--- src/rtl/blood_fx_pkg.sv ---
// +----------------------------------------------------------------------+
// | blood_fx_pkg : shared types and constants for the blood FX block     |
// | Rev 1.0                                                              |
// +----------------------------------------------------------------------+
`default_nettype none

package blood_fx_pkg;

  typedef enum logic [0:0] {
    IDLE   = 1'b0,
    ACTIVE = 1'b1
  } slot_state_t;

  localparam int SPR_DIM = 64;
  localparam int SPR_AW  = 6;
  localparam int COLOR_W = 12;
  localparam logic [COLOR_W-1:0] TRANSPARENT = 12'h000;

  // Halve each 4-bit colour channel.
  function automatic logic [COLOR_W-1:0] dim_color(input logic [COLOR_W-1:0] c);
    return {1'b0, c[11:9], 1'b0, c[7:5], 1'b0, c[3:1]};
  endfunction

endpackage

`default_nettype wire

--- src/rtl/blood_fx_slot.sv ---
// +----------------------------------------------------------------------+
// | blood_fx_slot : one fighter's effect timer, anchor and window test   |
// | Rev 1.0   (fade flag present only with BLOOD_FADE_EN)                |
// +----------------------------------------------------------------------+
`default_nettype none

module blood_fx_slot
  import blood_fx_pkg::*;
#(
  parameter int PIX_W       = 10,
  parameter int DUR_FRAMES  = 30,
  parameter int FADE_FRAMES = 8
) (
  input  logic              clk,
  input  logic              reset_n,
  input  logic              frame_tick,
  input  logic              hit,
  input  logic [PIX_W-1:0]  hit_x,
  input  logic [PIX_W-1:0]  hit_y,
  input  logic              video_on,
  input  logic [PIX_W-1:0]  pixel_x,
  input  logic [PIX_W-1:0]  pixel_y,
  output logic              active,
  output logic              in_win,
  output logic [SPR_AW-1:0] off_x,
  output logic [SPR_AW-1:0] off_y
`ifdef BLOOD_FADE_EN
  ,
  output logic              fading
`endif
);

  localparam logic [7:0] DUR_CNT = 8'(DUR_FRAMES);

  slot_state_t      state;
  logic [7:0]       cnt;
  logic [PIX_W-1:0] anchor_x;
  logic [PIX_W-1:0] anchor_y;
  logic [PIX_W:0]   dx;
  logic [PIX_W:0]   dy;

  // A retrigger takes priority over the expiring tick.
  always_ff @(posedge clk or negedge reset_n) begin
    if (!reset_n) begin
      state    <= IDLE;
      cnt      <= '0;
      anchor_x <= '0;
      anchor_y <= '0;
    end else if (hit) begin
      state    <= ACTIVE;
      cnt      <= DUR_CNT;
      anchor_x <= hit_x;
      anchor_y <= hit_y;
    end else if (state == ACTIVE && frame_tick) begin
      cnt <= cnt - 8'd1;
      if (cnt == 8'd1) state <= IDLE;
    end
  end

  // One extra bit keeps a pixel left of/above the anchor from wrapping into the window.
  assign dx     = {1'b0, pixel_x} - {1'b0, anchor_x};
  assign dy     = {1'b0, pixel_y} - {1'b0, anchor_y};
  assign active = (state == ACTIVE);
  assign in_win = active && video_on
                  && !dx[PIX_W] && (dx[PIX_W-1:SPR_AW] == '0)
                  && !dy[PIX_W] && (dy[PIX_W-1:SPR_AW] == '0);
  assign off_x  = dx[SPR_AW-1:0];
  assign off_y  = dy[SPR_AW-1:0];

`ifdef BLOOD_FADE_EN
  assign fading = (cnt <= 8'(FADE_FRAMES));
`endif

endmodule

`default_nettype wire

--- src/rtl/blood_fx_controller.sv ---
// +----------------------------------------------------------------------+
// | blood_fx_controller : two-slot blood splatter scheduler, arbiter and |
// | 3-stage ROM pixel pipeline. Optional dimming tail: BLOOD_FADE_EN.    |
// | Rev 1.0                                                              |
// +----------------------------------------------------------------------+
`default_nettype none

module blood_fx_controller
  import blood_fx_pkg::*;
#(
  parameter int PIX_W       = 10,
  parameter int DUR_FRAMES  = 30,
  parameter int FADE_FRAMES = 8
) (
  input  logic               clk,
  input  logic               reset_n,
  input  logic               frame_tick,
  input  logic               video_on,
  input  logic [PIX_W-1:0]   pixel_x,
  input  logic [PIX_W-1:0]   pixel_y,
  input  logic               hit_p1,
  input  logic               hit_p2,
  input  logic [PIX_W-1:0]   hit_x_p1,
  input  logic [PIX_W-1:0]   hit_y_p1,
  input  logic [PIX_W-1:0]   hit_x_p2,
  input  logic [PIX_W-1:0]   hit_y_p2,
  output logic [SPR_AW-1:0]  rom_row,
  output logic [SPR_AW-1:0]  rom_col,
  input  logic [COLOR_W-1:0] rom_data,
  output logic               blood_on,
  output logic [COLOR_W-1:0] blood_rgb,
  output logic [1:0]         fx_active
);

  generate
    if (DUR_FRAMES < 1 || DUR_FRAMES > 255 || FADE_FRAMES >= DUR_FRAMES) begin : g_param_check
      $error("blood_fx_controller: DUR_FRAMES must be 1..255 and exceed FADE_FRAMES");
    end
  endgenerate

  logic [1:0]        hit_vec;
  logic [PIX_W-1:0]  hx [2];
  logic [PIX_W-1:0]  hy [2];
  logic [1:0]        act;
  logic [1:0]        win;
  logic [1:0]        fade_vec;
  logic [SPR_AW-1:0] off_x [2];
  logic [SPR_AW-1:0] off_y [2];
  logic              last_hit;
  logic              sel;
  logic              tag_v, tag_v_d;
  logic              tag_f, tag_f_d;
  logic              opaque;
  logic [COLOR_W-1:0] color;

  assign hit_vec = {hit_p2, hit_p1};
  assign hx[0]   = hit_x_p1;
  assign hy[0]   = hit_y_p1;
  assign hx[1]   = hit_x_p2;
  assign hy[1]   = hit_y_p2;

  generate
    for (genvar i = 0; i < 2; i++) begin : g_slot
      blood_fx_slot #(
        .PIX_W       (PIX_W),
        .DUR_FRAMES  (DUR_FRAMES),
        .FADE_FRAMES (FADE_FRAMES)
      ) u_slot (
        .clk        (clk),
        .reset_n    (reset_n),
        .frame_tick (frame_tick),
        .hit        (hit_vec[i]),
        .hit_x      (hx[i]),
        .hit_y      (hy[i]),
        .video_on   (video_on),
        .pixel_x    (pixel_x),
        .pixel_y    (pixel_y),
        .active     (act[i]),
        .in_win     (win[i]),
        .off_x      (off_x[i]),
        .off_y      (off_y[i])
`ifdef BLOOD_FADE_EN
        ,
        .fading     (fade_vec[i])
`endif
      );
    end
  endgenerate

`ifndef BLOOD_FADE_EN
  assign fade_vec = 2'b00;
`endif

  // On overlap the most recently hit fighter is drawn on top.
  assign sel       = (win[0] && win[1]) ? last_hit : win[1];
  assign fx_active = act;

  always_ff @(posedge clk or negedge reset_n) begin
    if (!reset_n) begin
      last_hit <= 1'b0;
      rom_row  <= '0;
      rom_col  <= '0;
      tag_v    <= 1'b0;
      tag_f    <= 1'b0;
      tag_v_d  <= 1'b0;
      tag_f_d  <= 1'b0;
    end else begin
      if (hit_p2)      last_hit <= 1'b1;
      else if (hit_p1) last_hit <= 1'b0;
      tag_v <= |win;
      tag_f <= fade_vec[sel] && (|win);
      if (|win) begin
        rom_row <= off_y[sel];
        rom_col <= off_x[sel];
      end
      tag_v_d <= tag_v;
      tag_f_d <= tag_f;
    end
  end

  // Transparency is judged on the raw ROM word, so a dimmed 000 stays opaque.
  assign opaque = tag_v_d && (rom_data != TRANSPARENT);
  assign color  = tag_f_d ? dim_color(rom_data) : rom_data;

  always_ff @(posedge clk or negedge reset_n) begin
    if (!reset_n) begin
      blood_on  <= 1'b0;
      blood_rgb <= '0;
    end else begin
      blood_on  <= opaque;
      blood_rgb <= opaque ? color : '0;
    end
  end

endmodule

`default_nettype wire

--- config.mk ---
export PLATFORM = sky130hd
export DESIGN_NAME = blood_fx_controller
export DESIGN_NICKNAME = d
export VERILOG_FILES = /design/src/rtl/blood_fx_pkg.sv /design/src/rtl/blood_fx_slot.sv /design/src/rtl/blood_fx_controller.sv
export SDC_FILE = /design/constraint.sdc
export NUM_CORES = 1
export LEC_CHECK = 0
export ABC_CLOCK_PERIOD_IN_PS = 4000
export BUFFER_PORTS_ARGS = -buffer_cell sky130_fd_sc_hd__buf_2
export CAP_MARGIN = 20
export CELL_PAD_IN_SITES_DETAIL_PLACEMENT = 1
export CELL_PAD_IN_SITES_GLOBAL_PLACEMENT = 1
export CORE_MARGIN = 2
export CORE_UTILIZATION = 25
export CTS_BUF_LIST = sky130_fd_sc_hd__clkbuf_2
export CTS_CLUSTER_DIAMETER = 120
export DETAILED_ROUTE_END_ITERATION = 8
export GPL_ROUTABILITY_DRIVEN = 0
export GPL_TIMING_DRIVEN = 0
export PLACE_DENSITY_LB_ADDON = 0.1
export SLEW_MARGIN = 10
export SYNTH_ARGS = -nofsm -noshare
export SYNTH_HDL_FRONTEND = slang
export SYNTH_HIERARCHICAL = 1
export SYNTH_SLANG_ARGS = --single-unit
export TNS_END_PERCENT = 1
--- constraint.sdc ---
create_clock -name clk -period 4 [get_ports clk]
set_input_delay 0.2 -clock clk [delete_from_list [all_inputs] [get_ports clk]]
set_output_delay 0.2 -clock clk [all_outputs]
set_load 0.02 [all_outputs]
==> impl_metrics.ini, run 1 <==
[outcome]
status = finished, final reports clean

[route]
drt_wl_total_um = 18100
vias = 5101
drc_errors = 0
wl_per_cell_um = 16.9
ant_nets = 0
routed_via_density = 4.75
drt-initial-drc-count = 145
drt-pass1-iter-count = 4

[worst_setup_path]
worstPathArrival_ns = 4.33
setup.worst_path.end_class = flip-flop
reg2reg_depth = 13
startpoint_type = flip-flop
required_ns = 4.55
path_max_fanout = 10
critPathKind = reg -> reg

[logic_synthesis]
synthesis.instances = 612
synth_edf_count = 0
synth_top_family_by_area = compound AO/OA/AOI/OAI gates
synth.cell_area_sq_um = 5570
synth_nets = 738
synth.distinct_cells = 67
synth_simple_gate_area_share_pct = 15.6
synth-compound-area-share_pct = 20.2
ys_seq_area_share_pct = 38.6
synthAdderAreaFrac_pct = 11.3
avgSynthCellArea_sq_um = 9.10
ys_dominant_reg_cell = dfrtp_1
ys_ff_latch = 86
synth-xor-area-share_pct = 3.46
async_flop_share_pct = 100
yosys_warnings = 6
synthMuxAreaShare_pct = 3.59

[global_routing]
grt_pass1_vias = 5509
antenna_found_initial = 1
grt_util_all_layers_pct = 15.8
grt_pass1_wl_um = 29200
overflow = 0
grt_max_degree = 53

[sta]
fin_crit_sh_pct = 94.5
fin_tns_setup_ns = 0
slew_viol_final = 0
grt_setup_unrepaired = no
hold_violations = 0
tightest_slew_ns = 0.884
setup_viol = 0
clock.fmax_ghz = 0.264
finalCriticalPeriod_ns = 3.78
fin_worst_skew_ns = 0.0636
relSlewSlack_pct = 41.1

[final_layout]
syn2layout_area_growth_pct = 29.2
fin_nets = 913
utilization_pct = 33.0
fillers = 2589
drive_gt1_share_pct = 19.3

[floorplanning]
dieArea_sq_um = 23500
start_util_pct = 25.5
die_y_um = 153
rows = 54
die_x_um = 153
core_sq_um = 21800
io_pins = 105

[power_and_ir_drop]
power_frac_clock_pct = 22.6
p_seq_share_pct = 43.7
p_int_mw = 1.35
power_frac_comb_pct = 33.8
ir_drop_mv = 0.116
power_density_nw_per_um2 = 303
leakagePower_nw = 3.46
switching_share_pct = 38.2
power_switching_mw = 0.833

[place]
hpwl_um = 14000
io_buffers = 104

[job]
maxCapViolations = 0

[clock_tree]
cts_num_sinks = 86
cts_root_buf = clkbuf_2
insertion_delay_ns = 0.66
cts_tree = built
clkSlewWorstSetupHoldPaths_ns = 0.30
cts.path.max_buffers = 2
cts_made_buffers = 9
h-tree-depth = 3

[min_path]
hold_path_class = in -> async
layout by cell type, fill, tap and decap left out, types with 5 or more instances in the layout:
cell type      instances
nor2_1                38
buf_2                107
o21ai_0               56
nand3_1                9
nand2b_1               5
mux2_1                 9
dfrtp_1               86
and2_1                12
nor3_1                 6
a21o_1                 8
xnor2_1               15
nor2b_1                8
xor2_1                 7
o21a_1                 9
clkbuf_1              11
o32ai_1               12
mux2_2                 7
a21oi_1               32
ha_1                  44
nor4_1                 9
nand2_1               57
inv_1                 80
dlygate4sd3_1         58
clkbuf_2               9
metrics by stage:
| stage | area, sq um | hold slack (ns) | cells | power (mW) | setup WS (ns) |
|---|---|---|---|---|---|
| floorplan | 5570 | -0.0956 | 612 | 1.42 | 0.819 |
| global placement | 6440 | 0.338 | 996 | 1.64 | -0.105 |
| detailed placement | 6470 | 0.226 | 997 | 1.66 | -0.128 |
| CTS | 7190 | 0.00963 | 1071 | 2.22 | 0.00534 |
| global route | 7200 | 0.0105 | 1073 | 2.36 | 0.0355 |
| finish | 7200 | 0.0544 | 1073 | 2.18 | 0.219 |
worst paths after layout:
path | start | to | slack, ns
worst max-delay path | g_slot[1].u_slot/anchor_x[0]$_DFFE_PN0P_ | rom_row[1]$_DFFE_PN0P_ | 0.22
worst min register to register | tag_v$_DFF_PN0_ | tag_v_d$_DFF_PN0_ | 0.40
worst min-delay path | reset_n | rom_col[0]$_DFFE_PN0P_ | 0.05
max in group asynchronous | reset_n | g_slot[0].u_slot/anchor_y[2]$_DFFE_PN0P_ | 3.28
min in group clk | pixel_y[2] | rom_row[2]$_DFFE_PN0P_ | 0.07
worst max register to register | g_slot[1].u_slot/anchor_x[0]$_DFFE_PN0P_ | rom_row[1]$_DFFE_PN0P_ | 0.22
worst max-delay path, stage by stage, from the launching register on:
cell	delay (ns)
dfrtp_1	0.42
ha_1	0.20
inv_1	0.06
fa_1	0.42
a211oi_1	0.47
o21ai_0	0.21
a21boi_0	0.24
o221ai_1	0.14
or4_1	0.47
a2111oi_4	0.20
buf_4	0.19
a21boi_1	0.28
buf_2	0.29
a21oi_1	0.11
layer usage:
| layer | track usage (%) | up-vias | share of wire, % |
|---|---|---|---|
| li1 | - | 2486 | - |
| met1 | 21.6 | 2519 | 49 |
| met2 | 26.1 | 82 | 47 |
| met3 | 2.04 | 14 | 2.5 |
| met4 | 4.85 | 0 | 1.4 |
| met5 | 0 | - | 0 |
power by group through the flow:
stage / registers (mW) / logic, mW / clock network [mW]
after floorplan: 0.973 / 0.446 / 0
after global placement: 0.965 / 0.676 / 0
after detailed placement: 0.967 / 0.694 / 0
after CTS: 0.953 / 0.746 / 0.525
after global routing: 0.960 / 0.831 / 0.566
final: 0.951 / 0.735 / 0.492
sequential cells by signal (all words and copies together) (netlist names):
| register | count |
|---|---|
| last_hit | 1 |
| blood_rgb | 12 |
| rom_row | 6 |
| g_slot.u_slot/anchor_y | 20 |
| rom_col | 6 |
| g_slot.u_slot/active | 2 |
| g_slot.u_slot/cnt | 16 |
| tag_v | 1 |
| g_slot.u_slot/anchor_x | 20 |
| tag_v_d | 1 |
| blood_on | 1 |
cells by family after synthesis:
family          count (synthesis)
compound gates                168
xor+xnor                       22
fa+ha+maj                      48
buf+inv                        99
flops                          86
mux                            18
simple gates                  171
Yosys cell counts, types with 11 or more instances:
| cell | n | share of area, % |
|---|---|---|
| a21oi_1 | 32 | 2.9 |
| and2_1 | 12 | 1.3 |
| clkbuf_1 | 11 | 0.74 |
| dfrtp_1 | 86 | 39 |
| ha_1 | 44 | 9.9 |
| inv_1 | 80 | 5.4 |
| nand2_1 | 57 | 3.8 |
| nor2_1 | 38 | 2.6 |
| o21ai_0 | 56 | 5.0 |
| o32ai_1 | 12 | 1.9 |
| xnor2_1 | 15 | 2.4 |
final cells by class:
type	instances	area (sq um)	share of cell area [%]
diodes	1	2.50	0.0348
plain buffers	19	98.8	1.37
clock buffers	9	45.0	0.626
clock inverters	7	76.3	1.06
inverters	80	300	4.17
multi-input cells	427	3030	42.1
flip-flops and latches	86	2150	29.9
well taps	280	350	4.87
repair buffers	164	1140	15.8
timing repair:
action                     4_1_cts  5_1_grt
buffers inserted                 0        1
cloned                           0        0
hold buffers                    58        0
resized for setup                1        1
setup endpoints to repair       10       10
hold endpoints to repair       148        0
pin swaps                        0        1
No activity file was read; power rests on OpenSTA's default activity.
==> run 2, diff against run 1 <==
--- a/config.mk
+++ b/config.mk
@@ -5,6 +5,7 @@
 export SDC_FILE = /design/constraint.sdc
 export NUM_CORES = 1
 export LEC_CHECK = 0
+export ABC_AREA = 1
 export ABC_CLOCK_PERIOD_IN_PS = 4000
 export BUFFER_PORTS_ARGS = -buffer_cell sky130_fd_sc_hd__buf_2
 export CAP_MARGIN = 20
==> impl_metrics.ini, run 2 <==
[logic_synthesis]
synth.cell_area_sq_um = 5820
synth.largest_area_cell = dfrtp_1
synth-xor-area-share_pct = 2.41
synth.distinct_cells = 32
synthMuxAreaShare_pct = 0
synthAdderAreaFrac_pct = 10.8
ys_dominant_reg_cell = dfrtp_1
synth_simple_gate_area_share_pct = 30.6
synth_top_family_by_area = simple AND/OR/NAND/NOR gates
synth_common_cells = 233 x nand2_1, 145 x inv_1, 86 x dfrtp_1
ys_seq_area_share_pct = 37.0
synthesis.instances = 810
async_flop_share_pct = 100
yosys_warnings = 6
ys_ff_latch = 86
yosys.area.top_type_share_pct = 37.0
synth-compound-area-share_pct = 8.34
synth_edf_count = 0
post-synth-top-count-cell = nand2_1
synth_nets = 936
synth.area.top_cells = dfrtp_1 37%, nand2_1 15%, ha_1 9.5%
avgSynthCellArea_sq_um = 7.19

[min_path]
hold_depth = 6
holdPathEnd = rom_col[0]$_DFFE_PN0P_
hold_path_class = in -> reg
worstHoldStart = pixel_x[0]

[clock_tree]
post_cts_resized = 0
cts.path.max_buffers = 2
cts_made_buffers = 9
cts_setup_buffers = 0
cts_tree = built
hold_buffers = 56
cts_root_buf = clkbuf_2
cts_num_sinks = 86
insertion_delay_ns = 0.59
clkSlewWorstSetupHoldPaths_ns = 0.28
h-tree-depth = 3

[worst_setup_path]
cpPeakStageDelay_ns = 0.45
cp_common_cell = nand2_1
path_max_fanout = 10
required_ns = 4.50
reg2reg_depth = 17
reg2reg_from = g_slot[0].u_slot/anchor_y[0]$_DFFE_PN0P_
critPathKind = reg -> reg
setup.worst_path.end_class = flip-flop
regToRegSetupSlack_ns = 1.12
worstPathArrival_ns = 3.38
path_cells = ha_1 -> fa_1 -> inv_1 -> nand3_1 -> nand3_1 -> nand2_1 -> nand2_1 -> nand2_1 -> nand2_1 -> nand3b_1 -> nor3_2 -> nand2_1 -> nand2_2 -> inv_2 -> buf_6 -> nand2_1 -> nand3_1
startpoint_type = flip-flop
r2r_end = rom_row[4]$_DFFE_PN0P_
cp_slowest_cell = dfrtp_1

[sta]
fin_tns_setup_ns = 0
slew_viol_final = 0
grt_setup_unrepaired = no
clock.fmax_ghz = 0.347
fin_crit_sh_pct = 72.1
finalCriticalPeriod_ns = 2.88
worst_slack_ns = 1.12
fin_worst_skew_ns = 0.0274
relSlewSlack_pct = 48.0
tightest_slew_ns = 0.779
hold_violations = 0
setup_viol = 0

[power_and_ir_drop]
leakagePower_nw = 4.04
power_switching_mw = 0.859
p_int_mw = 1.32
ir_drop_mv = 0.110
switching_share_pct = 39.4
power_frac_comb_pct = 35.5
power_density_nw_per_um2 = 294
p_seq_share_pct = 44.7
power_frac_clock_pct = 19.8

[floorplanning]
dieArea_sq_um = 24500
die_y_um = 157
core_sq_um = 22800
start_util_pct = 25.6
rows = 55
die_x_um = 157
io_pins = 105

[route]
drt_wl_total_um = 19000
drt-initial-drc-count = 203
drc_errors = 0
drt-pass1-iter-count = 4
routed_via_density = 4.24
vias = 5510
wl_per_cell_um = 14.6
ant_nets = 0

[outcome]
status = finished, final reports clean

[place]
io_buffers = 104
pre_cts_ws_ns = 1.10
hpwl_um = 15000

[final_layout]
fin_nets = 1108
final_common_cell = nand2_1
fillers = 2874
largest_registers = g_slot.u_slot/anchor_x x20, g_slot.u_slot/anchor_y x20, g_slot.u_slot/cnt x16
syn2layout_area_growth_pct = 27.5
drive_gt1_share_pct = 16.2
multiInputGateArea_sq_um = 3040
seq_area_sq_um = 2150
layout_common_cells = 233 x nand2_1, 145 x inv_1, 104 x buf_2, 86 x dfrtp_1, 66 x nand3_1

[global_routing]
grt_pass1_wl_um = 30400
antenna_found_initial = 1
grt_max_degree = 53
grt_util_all_layers_pct = 16.2
overflow = 0
grt_pass1_vias = 5690

[job]
maxCapViolations = 0
-- run 2: cell types whose count changed after synthesis, sizes merged, moves of 10 or more --
cell   delta
o32ai    -12
nor4     -11
nand2   +189
and2     -11
nand3    +62
o21ai    -11
inv      +70
nand4    +10
nor2     +23
mux2     -16
-- run 2: metrics by stage --
step | area [sq um] | hold WS [ns] | total power [mW] | cells | utilization [%]
finish | 7420 | 0.0522 | 2.18 | 1301 | 32.6
global route | 7420 | 0.0418 | 2.38 | 1301 | 32.6
CTS | 7420 | 0.00215 | 2.24 | 1300 | 32.6
detailed placement | 6770 | 0.212 | 1.74 | 1228 | 29.7
global placement | 6740 | 0.336 | 1.73 | 1227 | 29.6
floorplan | 5820 | -0.0956 | 1.47 | 810 | -
-- run 2: power groups by stage --
stage / combinational [mW] / sequential [mW] / clock, mW
final: 0.774 / 0.974 / 0.431
after global routing: 0.899 / 0.985 / 0.495
after CTS: 0.790 / 0.977 / 0.468
after detailed placement: 0.744 / 0.993 / 0
after global placement: 0.735 / 0.993 / 0
after floorplan: 0.464 / 1.01 / 0
-- run 2: logic make-up after synthesis --
kind of cell    after synthesis
simple gates                404
fa+ha+maj                    48
flops                        86
xor+xnor                     16
compound gates               92
buf+inv                     164
-- run 2: how the worst max path moves through the flow --
stage	startpoint	endpoint	slack, ns
finish	g_slot[0].u_slot/anchor_y[0]$_DFFE_PN0P_	rom_row[4]$_DFFE_PN0P_	1.12
global route	g_slot[0].u_slot/anchor_x[0]$_DFFE_PN0P_	rom_row[4]$_DFFE_PN0P_	0.84
CTS	g_slot[0].u_slot/anchor_y[0]$_DFFE_PN0P_	rom_row[4]$_DFFE_PN0P_	1.05
detailed placement	pixel_y[0]	rom_col[3]$_DFFE_PN0P_	1.10
global placement	g_slot[0].u_slot/anchor_y[0]$_DFFE_PN0P_	rom_row[3]$_DFFE_PN0P_	1.11
floorplan	g_slot[0].u_slot/anchor_y[0]$_DFFE_PN0P_	rom_col[1]$_DFFE_PN0P_	1.64
-- run 2: final cells by class --
class | instances | area share (%)
diodes | 1 | 0.0337
plain buffers | 14 | 0.927
clock buffers | 9 | 0.607
clock inverters | 7 | 0.657
inverters | 150 | 7.59
multi-input cells | 560 | 40.9
flip-flops and latches | 86 | 29.0
well taps | 313 | 5.28
repair buffers | 161 | 15.0
-- run 2: worst max-delay path, delay by kind of cell, from the launching register on --
family                     cells  cell delay (ns)
adders and majority gates      2             0.67
and+or+nand+nor               12             1.32
DFF                            1             0.45
buffers and inverters          3             0.34
-- run 2: layer usage --
metal	part of all wire (%)	global-route usage, %	vias to the layer above
met2	46	26.7	80
met5	0	0	-
met1	50	22.7	2542
li1	-	-	2878
met4	1.0	3.32	0
met3	2.6	2.35	10
